File: src/rtl/demux_sched_pkg.sv
// demux_sched_pkg -- shared constants and types for the 1-to-4 dispatch
// scheduler.
//   NUM_OUT : number of destinations
//   SEL_W   : width of the destination index
//   CNT_W   : width of each per-destination dispatch counter
//   state_t : scheduler FSM state (IDLE = nothing held, DISPATCH = item offered)
//   onehot(): destination index -> one-hot valid vector
package demux_sched_pkg;

  localparam int NUM_OUT = 4;
  localparam int SEL_W   = 2;
  localparam int CNT_W   = 8;

  typedef enum logic {
    IDLE     = 1'b0,
    DISPATCH = 1'b1
  } state_t;

  function automatic logic [NUM_OUT-1:0] onehot(input logic [SEL_W-1:0] idx);
    logic [NUM_OUT-1:0] v;
    v      = '0;
    v[idx] = 1'b1;
    return v;
  endfunction

endpackage

File: src/rtl/demux_sched_if.sv
// demux_sched_if -- handshake bundle between the upstream producer, the
// scheduler and the four destinations.
//   en, mask, in_valid, in_data, out_ready : driven by the environment
//   in_ready, sel, out_valid, out_data     : driven by the scheduler
// Modports: master = environment side, slave = scheduler side.
interface demux_sched_if #(
  parameter int DATA_W = 8
);
  import demux_sched_pkg::*;

  logic                 en;
  logic [NUM_OUT-1:0]   mask;
  logic                 in_valid;
  logic                 in_ready;
  logic [DATA_W-1:0]    in_data;
  logic [SEL_W-1:0]     sel;
  logic [NUM_OUT-1:0]   out_valid;
  logic [NUM_OUT-1:0]   out_ready;
  logic [DATA_W-1:0]    out_data;

  modport master (
    output en, mask, in_valid, in_data, out_ready,
    input  in_ready, sel, out_valid, out_data
  );

  modport slave (
    input  en, mask, in_valid, in_data, out_ready,
    output in_ready, sel, out_valid, out_data
  );

endinterface

File: src/rtl/rr_pick4.sv
// rr_pick4 -- combinational round-robin picker over four requesters.
//   mask  [3:0] : eligible destinations
//   ptr   [1:0] : first index to consider; scan goes ptr, ptr+1, ... mod 4
//   grant [1:0] : first eligible index found (0 when none)
//   any         : at least one destination eligible
module rr_pick4
  import demux_sched_pkg::*;
(
  input  logic [NUM_OUT-1:0] mask,
  input  logic [SEL_W-1:0]   ptr,
  output logic [SEL_W-1:0]   grant,
  output logic               any
);

  logic [SEL_W-1:0] idx;

  // Scan from the farthest offset back to offset 0 so the nearest eligible
  // index after ptr is the one left in grant.
  always_comb begin
    grant = '0;
    idx   = '0;
    any   = |mask;
    for (int off = NUM_OUT - 1; off >= 0; off--) begin
      idx = ptr + SEL_W'(off);
      if (mask[idx]) begin
        grant = idx;
      end
    end
  end

endmodule

File: src/rtl/demux_sched_1to4.sv
// demux_sched_1to4 -- accepts one item at a time from upstream, picks a
// destination round-robin among the enabled ones, and holds the item on the
// shared out_data bus until the chosen destination takes it.
//   clk      : rising-edge clock
//   rst      : synchronous active-high reset
//   bus      : demux_sched_if.slave (en, mask, in_valid/in_ready/in_data,
//              sel, out_valid/out_ready/out_data)
//   disp_cnt : per-destination 8-bit saturating handshake counters, only
//              present when DEMUX_SCHED_STATS_EN is defined
module demux_sched_1to4
  import demux_sched_pkg::*;
#(
  parameter int DATA_W = 8
) (
  input  logic                       clk,
  input  logic                       rst,
  demux_sched_if.slave               bus
`ifdef DEMUX_SCHED_STATS_EN
  ,
  output logic [NUM_OUT*CNT_W-1:0]   disp_cnt
`endif
);

  state_t              state_reg, state_next;
  logic [SEL_W-1:0]    rr_ptr_reg, rr_ptr_next;
  logic [SEL_W-1:0]    sel_reg, sel_next;
  logic [DATA_W-1:0]   data_reg, data_next;

  logic [SEL_W-1:0]    grant;
  logic                any;
  logic                accept;
  logic                done;

  rr_pick4 u_pick (
    .mask  (bus.mask),
    .ptr   (rr_ptr_reg),
    .grant (grant),
    .any   (any)
  );

  // en/mask only gate acceptance; once an item is held they are ignored so
  // the offered item stays stable until its destination takes it.
  assign bus.in_ready  = (state_reg == IDLE) && bus.en && any;
  assign accept        = bus.in_valid && bus.in_ready;
  assign done          = (state_reg == DISPATCH) && bus.out_ready[sel_reg];
  assign bus.out_valid = (state_reg == DISPATCH) ? onehot(sel_reg) : '0;
  assign bus.sel       = sel_reg;
  assign bus.out_data  = data_reg;

  always_ff @(posedge clk) begin
    if (rst) begin
      state_reg  <= IDLE;
      rr_ptr_reg <= '0;
      sel_reg    <= '0;
      data_reg   <= '0;
    end else begin
      state_reg  <= state_next;
      rr_ptr_reg <= rr_ptr_next;
      sel_reg    <= sel_next;
      data_reg   <= data_next;
    end
  end

  always_comb begin
    state_next  = state_reg;
    rr_ptr_next = rr_ptr_reg;
    sel_next    = sel_reg;
    data_next   = data_reg;
    case (state_reg)
      IDLE: begin
        if (accept) begin
          state_next = DISPATCH;
          sel_next   = grant;
          data_next  = bus.in_data;
        end
      end
      DISPATCH: begin
        // No accept in this cycle: in_ready is low outside IDLE, which caps
        // throughput at one item per two cycles.
        if (done) begin
          state_next  = IDLE;
          rr_ptr_next = sel_reg + 1'b1;
        end
      end
      default: state_next = IDLE;
    endcase
  end

`ifdef DEMUX_SCHED_STATS_EN
  for (genvar gi = 0; gi < NUM_OUT; gi++) begin : g_cnt
    logic [CNT_W-1:0] cnt_reg;

    always_ff @(posedge clk) begin
      if (rst) begin
        cnt_reg <= '0;
      end else if (done && (sel_reg == SEL_W'(gi)) && (cnt_reg != '1)) begin
        cnt_reg <= cnt_reg + 1'b1;
      end
    end

    assign disp_cnt[gi*CNT_W +: CNT_W] = cnt_reg;
  end
`endif

endmodule

File: src/flat_wrapper.sv
// flat-port wrapper written by rule: the top's interface ports become plain ports
module demux_sched_1to4_flat import demux_sched_pkg::*;
#(
  parameter int DATA_W = 8
)
  (clk, rst, bus_en, bus_mask, bus_in_valid, bus_in_data, bus_out_ready, bus_in_ready, bus_sel, bus_out_valid, bus_out_data);
  demux_sched_if #(.DATA_W(DATA_W)) bus_i ();
  input  logic clk;
  input  logic rst;
  input wire logic [$bits(bus_i.en)-1:0] bus_en;
  input wire logic [$bits(bus_i.mask)-1:0] bus_mask;
  input wire logic [$bits(bus_i.in_valid)-1:0] bus_in_valid;
  input wire logic [$bits(bus_i.in_data)-1:0] bus_in_data;
  input wire logic [$bits(bus_i.out_ready)-1:0] bus_out_ready;
  output wire logic [$bits(bus_i.in_ready)-1:0] bus_in_ready;
  output wire logic [$bits(bus_i.sel)-1:0] bus_sel;
  output wire logic [$bits(bus_i.out_valid)-1:0] bus_out_valid;
  output wire logic [$bits(bus_i.out_data)-1:0] bus_out_data;
  assign bus_i.en = bus_en;
  assign bus_i.mask = bus_mask;
  assign bus_i.in_valid = bus_in_valid;
  assign bus_i.in_data = bus_in_data;
  assign bus_i.out_ready = bus_out_ready;
  assign bus_in_ready = bus_i.in_ready;
  assign bus_sel = bus_i.sel;
  assign bus_out_valid = bus_i.out_valid;
  assign bus_out_data = bus_i.out_data;
  demux_sched_1to4 #(.DATA_W(DATA_W)) u_core (.clk(clk), .rst(rst), .bus(bus_i));
endmodule
File: config.mk
export PLATFORM = sky130hd
export DESIGN_NAME = demux_sched_1to4_flat
export DESIGN_NICKNAME = d
export VERILOG_FILES = /design/src/rtl/demux_sched_pkg.sv /design/src/rtl/demux_sched_if.sv /design/src/rtl/rr_pick4.sv /design/src/rtl/demux_sched_1to4.sv /design/src/flat_wrapper.sv
export SDC_FILE = /design/constraint.sdc
export NUM_CORES = 1
export LEC_CHECK = 0
export ABC_AREA = 1
export BUFFER_PORTS_ARGS = -buffer_cell sky130_fd_sc_hd__clkbuf_2
export CORE_MARGIN = 5
export CORE_UTILIZATION = 50
export CTS_CLUSTER_DIAMETER = 40
export DETAILED_ROUTE_END_ITERATION = 7
export PLACE_DENSITY = 0.86
export SLEW_MARGIN = 30
export SYNTH_ARGS = -nofsm -noshare
export SYNTH_HDL_FRONTEND = slang
export SYNTH_SLANG_ARGS = --single-unit
File: constraint.sdc
create_clock -name clk -period 3 [get_ports clk]
set_input_delay 0.45 -clock clk [delete_from_list [all_inputs] [get_ports clk]]
set_output_delay 0.45 -clock clk [all_outputs]
set_load 0.01 [all_outputs]
==> flow_summary.json <==
{
  "wl_per_cell_um": 10.9,
  "n_fill_cell": 148,
  "die_h_um": 51.4,
  "worst_pin_slew_ns": 0.408,
  "dp.cells": 175,
  "p_clk_share_pct": 25.5,
  "tns_ns": 0,
  "fin_area_um2": 1030,
  "worstHoldPathType": "in2reg",
  "fin_crit_ns": 1.75,
  "grt_pass1_wl_um": 3290,
  "cp_num_buf_inv": 3,
  "clk_root_buffer_cell": "clkbuf_4",
  "p_sw_share_pct": 31.9,
  "die_area_um2": 2650,
  "grt_max_degree": 14,
  "cts_resized": 0,
  "start_kind": "register",
  "r2r-start": "u_core.rr_ptr_reg[0]",
  "p_sw_mw": 0.129,
  "grt_pass1_vias": 798,
  "cts.htree.levels": 1,
  "drive_gt1_share_pct": 31.5,
  "dp_slack_ns": 1.35,
  "post-route-period-util_pct": 58.5,
  "startpoint": "u_core.bus.sel[0]",
  "fin_skew_ns": 0.00143,
  "ys_types": 21,
  "slew_viol_final": 0,
  "seq_area_frac_synth_pct": 30.3,
  "required_ns": 2.55,
  "grt-ovfl-total": 0,
  "crit_slowest_cell": "dfxtp_1",
  "outcome": "completed",
  "drtIter0Drc": 16,
  "dieWidth_um": 51.4,
  "crit_chain": "inv_1 -> ha_1 -> nand2_1 -> inv_1 -> clkbuf_2",
  "synth.avg_cell_area_um2": 6.65,
  "synthCells": 129,
  "area_delta_synth_final_pct": 20.3,
  "vias": 917,
  "placed_area_um2": 1010,
  "max_freq_mhz": 570,
  "ff2ff_setup_slack_ns": 1.59,
  "core-area_um2": 1670,
  "largest_reg_flops": 8,
  "critical_path_class": "reg2out",
  "hold_viol": 0,
  "hold_buffers": 0,
  "final_nets": 187,
  "yosysWarnings": 0,
  "slowest_delay_ns": 0.45,
  "post-route-util_pct": 61.8,
  "slew_headroom_pct": 72.7,
  "worstSkewPairLatency_ns": 0.27,
  "p_int_mw": 0.276,
  "ir_drop_mv": 0.354,
  "setup_violations": 0,
  "antenna_cells": 0,
  "start_util_pct": 51.4,
  "post_cts_buffers": 0,
  "setup_ws_ns": 1.25,
  "antenna_left": 0,
  "cts_tree": "built",
  "antenna_found_initial": 0,
  "dp.final_hpwl_um": 1580,
  "final_cells": 179,
  "synth-seq-cells": 13,
  "wirelength_um": 1960,
  "drv_cap": 0,
  "p_comb_share_pct": 26.8,
  "cts_buffers": 3,
  "pwr-share-seq_pct": 47.7,
  "drc": 0,
  "rsz0062_at_grt": "false",
  "io_pins": 35,
  "grt_usage_pct": 15.9,
  "clockBufferDepth": 2,
  "vias_per_cell": 5.12,
  "p_leak_nw": 0.568,
  "power.density_nw_per_um2": 393,
  "crit_fanout": 7,
  "holdWs_ns": 0.427,
  "crit_path_end_kind": "output pin",
  "syn-cell-area_um2": 858,
  "synth_nets": 153,
  "cpMostUsedCell": "inv_1",
  "cts.sinks": 13,
  "fp-row-count": 15,
  "cp.arrival_ns": 1.30,
  "gp_congestion": 0.807,
  "critical-path-top-delay-family": "flip-flops",
  "p_total_mw": 0.406,
  "drtPass1Iterations": 4,
  "numPortBuffers": 34,
  "path_clk_slew_ns": 0.07,
  "min_from": "bus_in_data[1]"
}
[worst min-delay path: stages]
cell and delay, ns:
clkbuf_2 0.08, nand3_1 0.07, a21oi_1 0.06
[layer usage]
| metal | share of wire [%] | vias up | track usage, % |
|---|---|---|---|
| li1 | - | 480 | - |
| met1 | 45 | 415 | 20.0 |
| met2 | 48 | 20 | 27.1 |
| met3 | 6.3 | 2 | 5.25 |
| met4 | 0.46 | 0 | 1.31 |
| met5 | 0 | - | 0 |
[logic make-up (layout without fill, tap and decap cells)]
| kind of cell | Yosys count | in the layout | share of synthesized area [%] |
|---|---|---|---|
| AOI/OAI and AO/OA | 14 | 14 | 10.1 |
| buffers and inverters | 20 | 53 | 12.5 |
| DFF | 13 | 13 | 30.3 |
| adders and majority gates | 4 | 4 | 5.83 |
| and+or+nand+nor | 78 | 78 | 41.3 |
[placed cells by master (no fill, tap or decap)]
| cell type | instances |
|---|---|
| a21oi_1 | 9 |
| nand4_1 | 1 |
| clkbuf_1 | 1 |
| inv_1 | 12 |
| ha_1 | 4 |
| clkbuf_4 | 3 |
| nand2_1 | 48 |
| nor2_4 | 1 |
| nor2_1 | 4 |
| nand3_2 | 2 |
| dfxtp_1 | 13 |
| clkbuf_2 | 34 |
| nand2_2 | 3 |
| nor2_2 | 1 |
| nand2_4 | 1 |
| inv_8 | 1 |
| nand3_1 | 17 |
| a211oi_1 | 2 |
| inv_2 | 2 |
| a21oi_2 | 3 |
[synth_stat cells (all sizes together)]
library cell  instances  area [um^2]
buf                   3         26.3
ha                    4         50.1
a211oi                2         15.0
nand4                 1         6.26
nand3                19          105
a21oi                12         71.3
inv                  15         63.8
nand2                52          210
dfxtp                13          260
nor2                  6         32.5
clkbuf                2         17.5
[cell type report]
type	instances	area, um^2	area share, %
Clock buffer	4	26.3	2.55
Inverter	15	63.8	6.18
Multi-Input combinational cell	96	490	47.5
Sequential cell	13	260	25.2
Tap cell	17	21.3	2.06
Timing Repair Buffer	34	170	16.5
[power groups by stage]
| stage | combinational [mW] | sequential [mW] | clock (mW) |
|---|---|---|---|
| 3_3_place_gp | 0.104 | 0.197 | 0 |
| 4_1_cts | 0.109 | 0.193 | 0.111 |
| 6_report | 0.109 | 0.193 | 0.104 |
| 3_5_place_dp | 0.108 | 0.197 | 0 |
| 2_1_floorplan | 0.0804 | 0.195 | 0 |
| 5_1_grt | 0.123 | 0.195 | 0.118 |
[worst paths after layout]
check	endpoint	cells after the start
setup / recovery	bus_out_valid[2]	5
hold reg to reg	u_core.bus.out_data[7]	2
hold / removal	u_core.bus.out_data[1]	3
setup reg to reg	u_core.bus.sel[0]	11
(Power assumes the default switching activity.)
